**config.mk**
```make
export PLATFORM = sky130hd
export DESIGN_NAME = regfile_dbg
export DESIGN_NICKNAME = d
export VERILOG_FILES = /design/src/rtl/regfile_dbg.sv
export SDC_FILE = /design/constraint.sdc
export NUM_CORES = 1
export LEC_CHECK = 0
export ABC_AREA = 0
export CORE_AREA = 2 2 173 175
export DETAILED_ROUTE_END_ITERATION = 8
export DIE_AREA = 0 0 175 177
export PLACE_DENSITY = 0.57
export SLEW_MARGIN = 20
export SYNTH_ARGS = -nofsm -noshare
export SYNTH_HDL_FRONTEND = slang
export SYNTH_SLANG_ARGS = --single-unit
```
**constraint.sdc**
```tcl
create_clock -name clk -period 2 [get_ports clk]
set_input_delay 0.3 -clock clk [delete_from_list [all_inputs] [get_ports clk]]
set_output_delay 0.3 -clock clk [all_outputs]
set_load 0.005 [all_outputs]
```
**src/rtl/regfile_dbg.sv**
```systemverilog
// rtl/regfile_dbg.sv - Two-read/one-write register file with a handshaked register dump port.
// Optional write-through read forwarding is enabled by defining REGFILE_BYPASS_EN.
module regfile_dbg #(
   parameter int DATA_W  = 16,
   parameter int NREG    = 8,
   parameter int ZERO_R0 = 1
) (
   input  logic                       clk,
   input  logic                       rst,
   input  logic                       we,
   input  logic [$clog2(NREG)-1:0]    waddr,
   input  logic [DATA_W-1:0]          wdata,
   input  logic [$clog2(NREG)-1:0]    raddr_a,
   input  logic [$clog2(NREG)-1:0]    raddr_b,
   output logic [DATA_W-1:0]          rdata_a,
   output logic [DATA_W-1:0]          rdata_b,
   input  logic                       dump_req,
   input  logic                       dump_ready,
   output logic                       dump_valid,
   output logic [$clog2(NREG)-1:0]    dump_idx,
   output logic [DATA_W-1:0]          dump_data,
   output logic                       dump_busy,
   output logic                       dump_done
);

   localparam int AW = $clog2(NREG);

   typedef enum logic [1:0] {IDLE, SEND, DONE} state_t;

   state_t            state;
   state_t            state_nxt;
   logic [DATA_W-1:0] regs [NREG];
   logic [AW-1:0]     idx_nxt;
   logic [DATA_W-1:0] data_nxt;
   logic [AW-1:0]     cap_addr;
   logic [DATA_W-1:0] cap_val;
   logic              wr_ok;

   assign wr_ok = we && !((ZERO_R0 != 0) && (waddr == '0));

   always_ff @(posedge clk or negedge rst) begin
      if (!rst) begin
         for (int i = 0; i < NREG; i++) regs[i] <= '0;
      end else if (wr_ok) begin
         regs[waddr] <= wdata;
      end
   end

   always_comb begin
      rdata_a = regs[raddr_a];
      if ((ZERO_R0 != 0) && (raddr_a == '0)) rdata_a = '0;
`ifdef REGFILE_BYPASS_EN
      else if (wr_ok && (waddr == raddr_a)) rdata_a = wdata;
`endif
   end

   always_comb begin
      rdata_b = regs[raddr_b];
      if ((ZERO_R0 != 0) && (raddr_b == '0)) rdata_b = '0;
`ifdef REGFILE_BYPASS_EN
      else if (wr_ok && (waddr == raddr_b)) rdata_b = wdata;
`endif
   end

   // Dump capture always sees the post-write value, independent of the read bypass.
   always_comb begin
      cap_addr = (state == SEND) ? dump_idx + AW'(1) : '0;
      cap_val  = regs[cap_addr];
      if ((ZERO_R0 != 0) && (cap_addr == '0)) cap_val = '0;
      else if (wr_ok && (waddr == cap_addr)) cap_val = wdata;
   end

   always_ff @(posedge clk or negedge rst) begin
      if (!rst) begin
         state     <= IDLE;
         dump_idx  <= '0;
         dump_data <= '0;
      end else begin
         state     <= state_nxt;
         dump_idx  <= idx_nxt;
         dump_data <= data_nxt;
      end
   end

   always_comb begin
      state_nxt  = state;
      idx_nxt    = dump_idx;
      data_nxt   = dump_data;
      dump_valid = 1'b0;
      dump_busy  = 1'b0;
      dump_done  = 1'b0;
      case (state)
         IDLE: begin
            if (dump_req) begin
               state_nxt = SEND;
               idx_nxt   = '0;
               data_nxt  = cap_val;
            end
         end
         SEND: begin
            dump_valid = 1'b1;
            dump_busy  = 1'b1;
            if (dump_ready) begin
               if (dump_idx == AW'(NREG - 1)) begin
                  state_nxt = DONE;
               end else begin
                  idx_nxt  = cap_addr;
                  data_nxt = cap_val;
               end
            end
         end
         DONE: begin
            dump_done = 1'b1;
            dump_busy = 1'b1;
            state_nxt = IDLE;
         end
         default: state_nxt = IDLE;
      endcase
   end

endmodule

```
Word level (Yosys, flattened, before mapping)
Cells that the tools add are included.
{"block": "totals", "ff_bits": 149, "in_bits": 30, "output_inout_bits": 54, "elab_cells": 74}
{"block": "op_classes", "addsub": 1, "magnitude_cmp": 5, "eq_ne": 8, "muxes": 32, "bitwise": 4, "reduce_logical": 13}
{"cell": "16-bit two-way mux", "count": 14}
{"cell": "16-bit binary-select mux with 3-bit select", "count": 3}
{"cell": "128-bit bitwise mux", "count": 1}
{"cell": "16-bit demux with 3-bit select", "count": 1}
{"cell": "16-bit one-hot mux with 2 select lines", "count": 1}
{"cell": "4-bit >= comparator, second input constant", "count": 4}
{"cell": "3-bit inverter with 4-bit output", "count": 4}
{"cell": "3-bit zero test", "count": 4}
{"cell": "3-bit two-way mux", "count": 4}
{"cell": "2-bit two-way mux", "count": 3}
{"cell": "2-bit inequality test, second input constant", "count": 3}
{"cell": "3-bit one-hot mux with 2 select lines", "count": 1}
{"cell": "4-bit by 1-bit < comparator with 1-bit output, second input constant", "count": 1}
{"cell": "2-bit one-hot mux with 2 select lines", "count": 1}
{"cell": "4-bit AND reduction", "count": 1}
{"cell": "3-bit by 1-bit adder with 3-bit output, second input constant", "count": 1}
{"cell": "3-bit == test", "count": 1}
{"cell": "3-bit == test, second input constant", "count": 1}
{"cell": "1-bit logical AND", "count": 3}
{"cell": "1-bit two-way mux", "count": 3}
{"cell": "3-bit AND reduction", "count": 1}
{"cell": "2-bit by 1-bit == test with 1-bit output, second input constant", "count": 1}
{"cell": "2-bit == test, second input constant", "count": 1}
{"cell": "2-bit zero test", "count": 1}
{"cell": "4 further kinds", "count": 4}

Longest topological paths before layout
Gate-level depths: netlist of run 1.
{"block": "logic_depth", "ltp_word": 11, "depth_mapped": 9, "mapped_depth_nobuf": 7}

Worst setup path before layout of run 1
OpenSTA, ideal clock, no wires.
{"block": "synth_timing", "path_type": "reg2reg", "start": "reg dump_idx[0]", "end": "reg dump_data[15]", "setup_ns": 0.126, "t_arrival_ns": 1.891, "required_time_ns": 1.874, "path_slack_ns": -0.017, "path_stages_with_launch": 8, "path_buffers": 1, "synth_period_minus_slack_ns": 2.017, "path_cell_list": "dfrtp_1 > ha_1 > ha_1 > buf_2 > o2111ai_1 > o21bai_4 > a21oi_1 > a221o_1"}
{"block": "synth_between", "elab_chain_len": 11, "elab_cells_between_ends": 18, "classes_between": "add/sub: 1; eq/ne: 3; mux: 10; bitwise: 1; reduce/logical: 3"}
{"element": "from (decl)", "line": "20", "source": "output logic [$clog2(NREG)-1:0] dump_idx,"}
{"element": "from (signal assigned)", "line": "80", "source": "dump_idx <= idx_nxt;"}
{"element": "3-bit by 1-bit adder with 3-bit output", "line": "67", "source": "cap_addr = (state == SEND) ? dump_idx + AW'(1) : '0;"}
{"element": "3-bit two-way mux", "line": "67"}
{"element": "3-bit inverter with 4-bit output (implied by the code)", "line": "68", "source": "cap_val = regs[cap_addr];"}
{"element": "16-bit binary-select mux with 3-bit select", "line": "68"}
{"element": "16-bit two-way mux (implied by the code) (2 in a row)", "line": "68"}
{"element": "16-bit two-way mux", "line": "70", "source": "else if (wr_ok && (waddr == cap_addr)) cap_val = wdata;"}
{"element": "16-bit two-way mux", "line": "69", "source": "if ((ZERO_R0 != 0) && (cap_addr == '0)) cap_val = '0;"}
{"element": "16-bit two-way mux", "line": "104", "source": "if (dump_idx == AW'(NREG - 1)) begin"}
{"element": "16-bit two-way mux", "line": "103", "source": "if (dump_ready) begin"}
{"element": "16-bit one-hot mux with 2 select lines", "line": "92", "source": "case (state)"}
{"element": "to (signal assigned)", "line": "81", "source": "dump_data <= data_nxt;"}
{"element": "to (decl)", "line": "21", "source": "output logic [DATA_W-1:0] dump_data,"}
Several ways; a longest one is shown, not always the timed one. The select of a mux whose other input is x is not followed.
A chain may end at the register's enable or synchronous reset.

Worst setup path after layout of run 1
{"block": "layout_timing", "start": "reg regs[73] (netlist name)", "end": "out rdata_a[9]"}
{"block": "layout_between", "elab_chain_len": 4}
{"element": "from (decl)", "line": "32", "source": "logic [DATA_W-1:0] regs [NREG];"}
{"element": "from (signal, indexed assignment)", "line": "45", "source": "regs[waddr] <= wdata;"}
{"element": "16-bit binary-select mux with 3-bit select", "line": "50", "source": "rdata_a = regs[raddr_a];"}
{"element": "16-bit two-way mux (implied by the code) (2 in a row)", "line": "50"}
{"element": "16-bit two-way mux", "line": "51", "source": "if ((ZERO_R0 != 0) && (raddr_a == '0)) rdata_a = '0;"}
{"element": "to (decl)", "line": "15", "source": "output logic [DATA_W-1:0] rdata_a,"}
Every way passes these cells. The select of a mux whose other input is x is not followed.

==> run summary, run 1 <==
Drt
- 6669 — DR vias
- 5.293 — per-cell via count in the routed design
- 5 — TritonRoute pass-1 iters
- 26770 µm — final wirelength
- 21.25 µm — detailed-route wire length per cell
- 385 — drt initial violations
- 0 — count of unresolved DRC violations after routing
- 0 — post-detailed-route count of antenna-violating nets

Setup path
- output port — element type at the critical path end
- flip-flop to output port — Setup CP Type
- 8 — Worst R2R Path Depth
- dump_idx[1] — launch instance of the worst register-to-register path
- 1.70 ns — critical path data required time
- 1.68 ns — data arrival time at the worst-slack endpoint
- 4 — largest fanout on the critical path
- dump_data[15] — Reg-to-Reg End
- flip-flop — crit start category
- 0.04 ns — Worst R2R Setup Slack

Clock tree
- 4 — H-tree depth
- 2 — clk buf depth
- done — TritonCTS clock tree
- 149 — clock net sink count
- 0.42 ns — clock latency of the later-clocked register in the worst-skew pair
- 17 — TritonCTS buffer count
- 0.06 ns — post-CTS clock slew at the launch and capture registers of the worst setup and hold paths
- sky130_fd_sc_hd__clkbuf_16 — Root Buffer

Logic synthesis
- 0.4304 — post-synth top area share
- 149 — post-synthesis sequential element count
- 724 — Net Count, Synth
- 149 x sky130_fd_sc_hd__dfrtp_1, 114 x sky130_fd_sc_hd__mux2_1, 44 x sky130_fd_sc_hd__mux4_2 — top cells by count, synth
- sky130_fd_sc_hd__dfrtp_1 — count leader, synth
- 687 — cell count after synthesis
- 8663 µm² — cell area after synthesis
- sky130_fd_sc_hd__dfrtp_1 — area leader, netlist
- 12.61 µm² — mean post-synth cell area
- 1.000 — share of flip-flops with an asynchronous set or reset after synthesis
- 0 — EDFF count, synth
- sky130_fd_sc_hd__dfrtp_1 — Post-synth top flop
- 0.4304 — part of the Yosys area used for sequential elements
- sky130_fd_sc_hd__dfrtp_1 43%, sky130_fd_sc_hd__mux2_1 15%, sky130_fd_sc_hd__mux4_2 11% — leading post-synthesis cells by cell area
- 49 — post-synthesis cell type count
- 0 — Warnings, synthesis

Cells and area
- 896 — nets@finish
- 4858 µm² — area of the multi-input gates
- 2760 — filler instances
- 3729 µm² — Reg area
- 37.41% — area added between synthesis and finish
- 11900 µm² — Final Cell Area
- 0.4071 — fraction of the core area covered by cells at the end of the flow
- 0 — antenna fix cells
- 0.4460 — share of cells above drive strength 1

STA
- true — RSZ-0062 raised after global routing
- 0.9889 — post-route clock period utilization
- 0.005160 ns — Max Clock Skew
- 0.3450 ns — worst hold margin
- 0.7213 — Rel. slew slack
- 0 — endpoints failing hold
- 0 — number of setup violations in the final report
- 0 — fin. max-slew vios
- 0.4174 ns — transition time at the pin with the least slew margin
- 1.978 ns — shortest period the worst path allows
- 505.6 MHz — Max Fclk

Pwr
- 549.0 µV — largest vdd supply drop
- 13880 µW — overall power of the completed layout
- 0.004976 µW — leakage power figure
- 1166 nW/µm² — total power per unit cell area

Floorplanning
- 63 — count of standard-cell rows
- 177 µm — Die Ht
- 175 µm — die extent in x
- 30980 µm² — total die area
- 0.2962 — starting density of the core
- 84 — I/O Pins
- 29240 µm² — floorplan core area

Placement
- 10630 µm² — placed instance area
- 0.7951 — Placer Congestion
- 83 — total of buffers placed on input and output ports
- 17860 µm — half-perimeter wire length after placement

Global route
- 0 — total congestion overflow
- 51 — largest net degree at the start of global routing
- 6855 — via count of the first global-routing pass
- 0.1743 — global-route total usage across every layer
- 41050 µm — first-pass GRT wire length
- 0 — number of antenna violations at the first check in global routing

Min path
- primary input to async pin — worst min path class

Outcome
- finished clean — result of the run

Flow run
- 0 — number of max-capacitance violations reported

## area by class of cell
class / instances / share of cell area
Sequential cell: 149 / 0.3132
Clock inverter: 11 / 0.01135
Inverter: 21 / 0.006622
Multi-Input combinational cell: 441 / 0.4081
Tap cell: 390 / 0.04099
Timing Repair Buffer: 229 / 0.1825
Clock buffer: 19 / 0.03721
## report_power, final
part           switching [µW]  internal, µW
registers                 609          3670
clock network            1250          1970
logic                    2800          3570
## sequential cells by signal, summed over array words and instances, names as in the netlist
signal / cells
regs: 128
dump_data: 16
dump_idx: 3
state: 2
## worst max-delay path by stage
stage                            from            end  cells past startpoint
after CTS                    regs[12]    rdata_a[12]                      5
after global placement     raddr_b[0]    rdata_b[12]                      6
final                        regs[73]     rdata_a[9]                      4
after floorplan           dump_idx[0]  dump_data[11]                      8
after global routing      dump_idx[1]  dump_data[15]                      8
after detailed placement   raddr_b[0]     rdata_b[3]                      6
## per-stage QoR
| stage | setup TNS (ns) | std cells | setup slack [ns] |
|---|---|---|---|
| final | 0 | 1260 | 0.02212 |
| after detailed placement | -11.12 | 1174 | -0.2221 |
| after global placement | -10.63 | 1174 | -0.2256 |
| after CTS | -0.1537 | 1244 | -0.07920 |
| after global routing | -0.1844 | 1260 | -0.03556 |
| after floorplan | 0 | 687 | 0.05022 |
## placed cells by master, fill, tap and decap left out, drive strengths merged, types with 3 or more instances in the layout
| cell | n |
|---|---|
| nor2b | 4 |
| clkbuf | 38 |
| buf | 158 |
| nand2 | 26 |
| nor3 | 3 |
| nand4b | 3 |
| o32ai | 12 |
| nand2b | 17 |
| a21oi | 21 |
| o211ai | 3 |
| a221oi | 18 |
| a2bb2oi | 13 |
| mux2i | 10 |
| dfrtp | 149 |
| bufinv | 3 |
| inv | 21 |
| mux2 | 156 |
| clkdlybuf4s15 | 5 |
| ha | 7 |
| clkinv | 6 |
| mux4 | 44 |
| o21ai | 50 |
| a22oi | 28 |
| clkdlybuf4s50 | 45 |
## per-layer routing
layer / global-route usage / wire length, µm
met4: 0.06597 / 629
met3: 0.03565 / 1270
met5: 0 / 0
met1: 0.2318 / 11910
met2: 0.2808 / 12970
## what timing repair did
item                                    in CTS  in global routing
endpoints found under the setup margin      50                 48
gates resized for setup                    116                 77
endpoints found under the hold margin       32                  0
hold buffers                                 1                  0
setup buffers                               40                 15
pin swaps                                    8                 17
cloned                                       0                  1
## critical path, cell delays in order, from the launching register on
cell and delay [ns]:
sky130_fd_sc_hd__dfrtp_1 0.41, sky130_fd_sc_hd__mux2_1 0.30, sky130_fd_sc_hd__a221oi_1 0.35, sky130_fd_sc_hd__a21oi_2 0.06
sky130_fd_sc_hd__buf_2 0.14
## kinds of logic after synthesis
family	Yosys count	synth area share
multiplexers	210	0.3302
XOR/XNOR	2	0.002022
buffers and inverters	97	0.05055
flip-flops	149	0.4304
AND/OR/NAND/NOR	62	0.03957
AO/OA/AOI/OAI	160	0.1372
adder cells (fa/ha/maj)	7	0.01011
Note: power is estimated with default switching activity, not from simulation.
==> run 2, diff against run 1 <==
Settings changed: CORE_AREA 2 2 173 175 to 2 2 142 144, DIE_AREA 0 0 175 177 to 0 0 144 146, PLACE_DENSITY 0.57 to 0.75, SETUP_SLACK_MARGIN set to 0.2, SLEW_MARGIN 20 to not set.
==> run 2 against run 1 <==
The flow now finishes with violations (setup timing). Combinational power is 30% higher. Total power is 17% higher. Clock power is 14% higher. Sequential share of layout area is 1.8 points lower. Register-to-register slack worse by 0.12 ns. Critical path depth is 1 higher. Largest power group unchanged. Sequential cell count stayed put.
==> run summary, run 2 (synthesis gave the netlist of run 1 again) <==
Clock tree
- 0.07 ns — post-CTS clock slew at the launch and capture registers of the worst setup and hold paths, about the same
- 149 — clock net sink count, unchanged
- sky130_fd_sc_hd__clkbuf_16 — Root Buffer
- 0.44 ns — clock latency of the later-clocked register in the worst-skew pair, +0.02 ns
- 17 — TritonCTS buffer count, unchanged
- 4 — H-tree depth, unchanged
- done — TritonCTS clock tree
- 2 — clk buf depth, unchanged

Setup path
- 0.51 ns — maximum cell stage delay along the critical path, +0.10 ns
- 1.70 ns — critical path data required time, about the same
- flip-flop — crit start category
- sky130_fd_sc_hd__mux4_2 — Critical-path top delay cell
- 2 — critical path buffer and inverter count, +1
- 5 — Worst path depth, +1
- flip-flop to output port — Setup CP Type
- 1.81 ns — data arrival time at the worst-slack endpoint, +0.13 ns
- output port — element type at the critical path end
- buf_6 > mux4_2 > nand2_2 > o21ai_1 > buf_2 — CP Cell Sequence
- multiplexers — cell type group with the largest total delay on the critical path
- 9 — Worst R2R Path Depth, +1
- 3 — largest fanout on the critical path, -1

Min path
- 0 — hold-critical path depth
- flip-flop to flip-flop — worst min path class

Pwr
- 0.226 — clock network power share, -0.006
- 0.005397 µW — leakage power figure, +8.5%
- 5734 µW — switching power, +23%
- 1290 nW/µm² — total power per unit cell area, +11%
- 844.3 µV — largest vdd supply drop, +54%
- 0.506 — relative contribution of combinational cells to total power, +0.047
- 0.3518 — switching power share of the total, +0.01558
- 0.268 — Seq pwr share, -0.041
- 10560 µW — internal portion of total power, +15%

Floorplanning
- 19330 µm² — floorplan core area, -34%
- 144 µm — die extent in x, -18%
- 146 µm — Die Ht, -18%
- 51 — count of standard-cell rows, -19%
- 84 — I/O Pins, unchanged
- 21020 µm² — total die area, -32%
- 0.4481 — starting density of the core, +0.1518

STA
- 2.114 ns — shortest period the worst path allows, +0.1357 ns
- 0 — fin. max-slew vios, unchanged
- 473.1 MHz — Max Fclk, -6.4%
- -0.1136 ns — Setup WS post-layout, -0.1357 ns
- -1.148 ns — Sum Neg Setup Slack, -1.148 ns
- 1.057 — post-route clock period utilization, +0.06787
- true — RSZ-0062 raised after global routing
- 26 — number of setup violations in the final report, +26
- 0.007574 ns — Max Clock Skew, +0.002414 ns
- 0 — endpoints failing hold, unchanged
- 0.5753 ns — transition time at the pin with the least slew margin, +0.1579 ns
- 0.6165 — Rel. slew slack, -0.1048

Cells and area
- 0 — antenna fix cells, unchanged
- sky130_fd_sc_hd__dfrtp_1 — most common cell after layout, fill and taps aside
- 1178 — count of non-filler cells in the finished layout, -6.5%
- 0.5246 — share of cells above drive strength 1, +0.07867
- 128 — number of flip-flops under the largest register name, unchanged
- 937 — nets@finish, +4.6%
- 1256 — filler instances, -54%
- 45.86% — area added between synthesis and finish
- regs x128, dump_data x16, dump_idx x3 — biggest regs
- regs — register ranked first by flip-flop count
- 148 x sky130_fd_sc_hd__dfrtp_1, 109 x sky130_fd_sc_hd__mux2_1, 108 x sky130_fd_sc_hd__buf_4, 45 x sky130_fd_sc_hd__buf_6, 44 x sky130_fd_sc_hd__mux4_2 — leading cell types in the layout, fill and taps excluded

Drt
- 0 — count of unresolved DRC violations after routing, unchanged
- 7728 — DR vias, +16%
- 33030 µm — final wirelength, +23%
- 28.04 µm — detailed-route wire length per cell, +32%
- 6.560 — per-cell via count in the routed design, +24%
- 8 — TritonRoute pass-1 iters, +3
- 1055 — drt initial violations, +170%
- 0 — post-detailed-route count of antenna-violating nets, unchanged

Flow run
- 0 — number of max-capacitance violations reported, unchanged

Global route
- 8165 — via count of the first global-routing pass, +19%
- 0 — total congestion overflow, unchanged
- 48210 µm — first-pass GRT wire length, +17%
- 0 — number of antenna violations at the first check in global routing, unchanged
- 53 — largest net degree at the start of global routing, +3.9%
- 0.3057 — global-route total usage across every layer, +0.1314

Outcome
- setup timing — violated checks
- finished, violations left — result of the run

Placement
- -0.6211 ns — worst setup slack after placement, -0.3990 ns
- 83 — total of buffers placed on input and output ports, unchanged
- 0.9620 — Placer Congestion, +21%
- 17670 µm — half-perimeter wire length after placement, -1.0%
- 1028 — # placed instances, -12%

[run 2: cell types whose count changed in the layout (fill, tap and decap cells not counted), sizes merged, moves of 3 or more]
cell / change
buf: +61
bufbuf: +3
clkbuf: -12
clkdlybuf4s15: -4
clkdlybuf4s50: -3
clkinv: -3
[run 2: timing repair]
action | in CTS | in global routing
pin swaps | 28 | 20
hold buffers | 1 | 0
setup buffers | 98 | 12
endpoints found under the hold margin | 49 | 0
endpoints found under the setup margin | 52 | 52
gates resized for setup | 281 | 41
cloned | 7 | 0
[run 2: layer usage]
layer / part of all wire / wire length (µm) / track usage
met1: 0.36 / 11900 / 0.3839
met4: 0.072 / 2373 / 0.1828
met2: 0.47 / 15600 / 0.4790
met3: 0.096 / 3155 / 0.07173
met5: 0 / 0 / 0
[run 2: path summary, 6_finish.rpt]
check,from,to,slack [ns]
worst max register to register,dump_idx[0],dump_data[14],-0.08
worst min register to register,regs[125],regs[125],0.38
min in group asynchronous,rst,regs[55],0.39
worst max-delay path,regs[12],rdata_b[12],-0.11
worst min-delay path,regs[125],regs[125],0.38
max in group asynchronous,rst,regs[38],0.92
[run 2: cell type report]
type | count | area [µm²] | area share
clock buffers | 24 | 501.7 | 0.03971
multi-input cells | 441 | 5099 | 0.4035
inverters | 21 | 78.83 | 0.006238
well taps | 265 | 331.6 | 0.02624
repair buffers | 270 | 2726 | 0.2158
clock inverters | 8 | 168.9 | 0.01337
flip-flops and latches | 149 | 3730 | 0.2952
[run 2: through the flow]
stage | hold slack [ns] | cell area (µm²) | total power [µW] | utilization
finish | 0.3798 | 12640 | 16300 | 0.6535
global route | 0.3898 | 12640 | 16770 | 0.6535
detailed placement | 0.2967 | 10360 | 9849 | 0.5358
global placement | 0.2914 | 10360 | 9656 | 0.5358
floorplan | 0.004409 | 8780 | 7675 | -
CTS | 0.3760 | 12390 | 15320 | 0.6410
[run 2: power groups by stage]
stage | combinational, µW | clock (µW) | sequential [µW]
2_1_floorplan | 3530 | 0 | 4150
3_3_place_gp | 5370 | 0 | 4290
3_5_place_dp | 5480 | 0 | 4370
4_1_cts | 7430 | 3640 | 4250
5_1_grt | 8550 | 3810 | 4410
6_report | 8250 | 3680 | 4370
[run 2: worst register-to-register path: stages, from the launching register on]
cell and delay (ns):
sky130_fd_sc_hd__dfrtp_2 0.44, sky130_fd_sc_hd__ha_4 0.18, sky130_fd_sc_hd__ha_4 0.26, sky130_fd_sc_hd__buf_4 0.14
sky130_fd_sc_hd__o2111ai_4 0.25, sky130_fd_sc_hd__nor3_4 0.09, sky130_fd_sc_hd__buf_6 0.14, sky130_fd_sc_hd__buf_12 0.14
sky130_fd_sc_hd__a22oi_2 0.20, sky130_fd_sc_hd__o21ai_2 0.13
==> run 3, diff against run 2 <==
Settings changed: SETUP_SLACK_MARGIN 0.2 to 0.05.
==> run 3 against run 2 <==
The flow still finishes with violations (setup timing). Non-clock buffer count up 8. Die area unchanged. Maximum frequency up 3.4%. Clock skew about the same. Clock power down 16%. Final area down 4.5%. Final cell count up 0.68%. Clock-buffer cell count down 4. Register-to-register slack better by 0.04 ns. Sequential cell count unchanged. Sequential share of layout area up 1.4 points. Total power down 13%. Critical path type unchanged. Largest power group unchanged.
==> run summary, run 3 (synthesis gave the netlist of run 1 again) <==
Pwr
- 1176 nW/µm² — total power per unit cell area, -8.8%
- 740.5 µV — largest vdd supply drop, -12%
- 14180 µW — overall power of the completed layout, -13%
- 0.005216 µW — leakage power figure, -3.4%

Drt
- 28600 µm — final wirelength, -13%
- 6.186 — per-cell via count in the routed design, -5.7%
- 6 — TritonRoute pass-1 iters, -2
- 7337 — DR vias, -5.1%
- 0 — post-detailed-route count of antenna-violating nets, unchanged
- 711 — drt initial violations, -33%
- 0 — count of unresolved DRC violations after routing, unchanged
- 24.11 µm — detailed-route wire length per cell, -14%

STA
- 0 — fin. max-slew vios, unchanged
- -0.04336 ns — Setup WS post-layout, +0.07027 ns
- true — RSZ-0062 raised after global routing
- 1.022 — post-route clock period utilization, -0.03513
- 19 — number of setup violations in the final report, -27%
- 0.4346 ns — transition time at the pin with the least slew margin, -0.1407 ns
- 0 — endpoints failing hold, unchanged
- 2.043 ns — shortest period the worst path allows, -0.07027 ns
- 489.4 MHz — Max Fclk, +3.4%
- 0.7102 — Rel. slew slack, +0.09378
- 0.007123 ns — Max Clock Skew, -0.0004512 ns

Cells and area
- regs x128, dump_data x16, dump_idx x3 — biggest regs
- 3730 µm² — Reg area, unchanged
- 4825 µm² — area of the multi-input gates, -5.4%
- 945 — nets@finish, +0.85%
- regs — register ranked first by flip-flop count
- 128 — number of flip-flops under the largest register name, unchanged
- 1410 — filler instances, +12%
- 148 x sky130_fd_sc_hd__dfrtp_1, 129 x sky130_fd_sc_hd__buf_4, 107 x sky130_fd_sc_hd__mux2_1, 45 x sky130_fd_sc_hd__mux2_2, 45 x sky130_fd_sc_hd__buf_6 — leading cell types in the layout, fill and taps excluded
- 0 — antenna fix cells, unchanged
- sky130_fd_sc_hd__dfrtp_1 — most common cell after layout, fill and taps aside
- 1186 — count of non-filler cells in the finished layout, +0.68%
- 0.4799 — share of cells above drive strength 1, -0.04473
- 39.23% — area added between synthesis and finish

Clock tree
- 0.43 ns — clock latency of the later-clocked register in the worst-skew pair, about the same
- 4 — H-tree depth, unchanged
- 17 — TritonCTS buffer count, unchanged
- 0.06 ns — post-CTS clock slew at the launch and capture registers of the worst setup and hold paths, about the same
- sky130_fd_sc_hd__clkbuf_16 — Root Buffer
- 2 — clk buf depth, unchanged
- done — TritonCTS clock tree
- 149 — clock net sink count, unchanged

Setup path
- 1.70 ns — critical path data required time, about the same
- dump_idx[0] — launch instance of the worst register-to-register path
- flip-flop — crit start category
- rdata_b[4] — capture point of the worst path
- dump_data[12] — Reg-to-Reg End
- 9 — Worst R2R Path Depth, unchanged
- output port — element type at the critical path end
- -0.04 ns — Worst R2R Setup Slack, +0.04 ns
- regs[4] — start point of the critical path
- flip-flop to output port — Setup CP Type
- 1.74 ns — data arrival time at the worst-slack endpoint, -0.07 ns
- 3 — largest fanout on the critical path, unchanged

Global route
- 43780 µm — first-pass GRT wire length, -9.2%
- 0.2749 — global-route total usage across every layer, -0.03083
- 0 — number of antenna violations at the first check in global routing, unchanged
- 7684 — via count of the first global-routing pass, -5.9%
- 0 — total congestion overflow, unchanged
- 58 — largest net degree at the start of global routing, +9.4%

Placement
- 83 — total of buffers placed on input and output ports, unchanged
- 0.8642 — Placer Congestion, -10%
- 1047 — # placed instances, +1.8%
- 16940 µm — half-perimeter wire length after placement, -4.2%

Outcome
- finished, violations left — result of the run
- setup timing — violated checks

Floorplanning
- 144 µm — die extent in x, unchanged
- 19330 µm² — floorplan core area, unchanged
- 51 — count of standard-cell rows, unchanged
- 21020 µm² — total die area, unchanged
- 84 — I/O Pins, unchanged
- 0.4481 — starting density of the core, unchanged
- 146 µm — Die Ht, unchanged

Flow run
- 0 — number of max-capacitance violations reported, unchanged

Min path
- primary input to async pin — worst min path class

run 3: how the worst min path moves through the flow:
| stage | cells after the start | from | slack (ns) | end |
|---|---|---|---|---|
| after floorplan | 0 | rst | 0.004 | dump_data[0] |
| after global placement | 1 | rst | 0.14 | regs[92] |
| after detailed placement | 1 | rst | 0.14 | regs[92] |
| after CTS | 2 | rst | 0.26 | regs[28] |
| final | 2 | rst | 0.26 | regs[28] |
| after global routing | 2 | rst | 0.28 | regs[44] |
run 3: layout make-up:
cell class | count | share of cell area
clock buffers | 20 | 0.03620
inverters | 21 | 0.006535
clock inverters | 12 | 0.009336
flip-flops and latches | 149 | 0.3092
multi-input cells | 441 | 0.4000
repair buffers | 278 | 0.2112
well taps | 265 | 0.02749
run 3: per-stage QoR:
step / cell area, µm² / hold slack (ns) / setup slack (ns) / util / TNS [ns]
3_3_place_gp: 10360 / 0.1373 / -0.5104 / 0.5361 / -13.93
2_1_floorplan: 8670 / 0.004409 / 0.05022 / - / 0
5_1_grt: 12060 / 0.2840 / -0.09543 / 0.6238 / -1.704
4_1_cts: 11780 / 0.2627 / -0.0008092 / 0.6092 / -0.0008092
6_report: 12060 / 0.2589 / -0.04336 / 0.6238 / -0.4191
3_5_place_dp: 10360 / 0.1376 / -0.5240 / 0.5361 / -15.61
run 3: per-layer routing:
metal,up-vias,GRT usage,routed length (µm)
met5,-,0,0
met4,0,0.1289,1173
met3,98,0.06055,2083
met2,430,0.4383,14020
met1,3738,0.3564,11320
li1,3071,-,-
run 3: timing repair:
| action | CTS | global route |
|---|---|---|
| pin swaps | 21 | 16 |
| hold buffers | 1 | 0 |
| buffers inserted | 96 | 10 |
| resized for setup | 197 | 60 |
| cloned | 0 | 0 |
| hold endpoints to repair | 110 | 0 |
| endpoints found under the setup margin | 51 | 45 |
run 3: report_power, final:
group          switching (µW)  internal (µW)
Combinational            3050           3760
Clock                    1280           1810
Sequential                614           3680
run 3: worst max-delay path, stage by stage (launching register included):
cell and delay [ns]:
sky130_fd_sc_hd__dfrtp_1 0.43, sky130_fd_sc_hd__buf_6 0.14, sky130_fd_sc_hd__mux4_2 0.45, sky130_fd_sc_hd__nand2_1 0.08, sky130_fd_sc_hd__o21ai_1 0.07, sky130_fd_sc_hd__buf_2 0.13
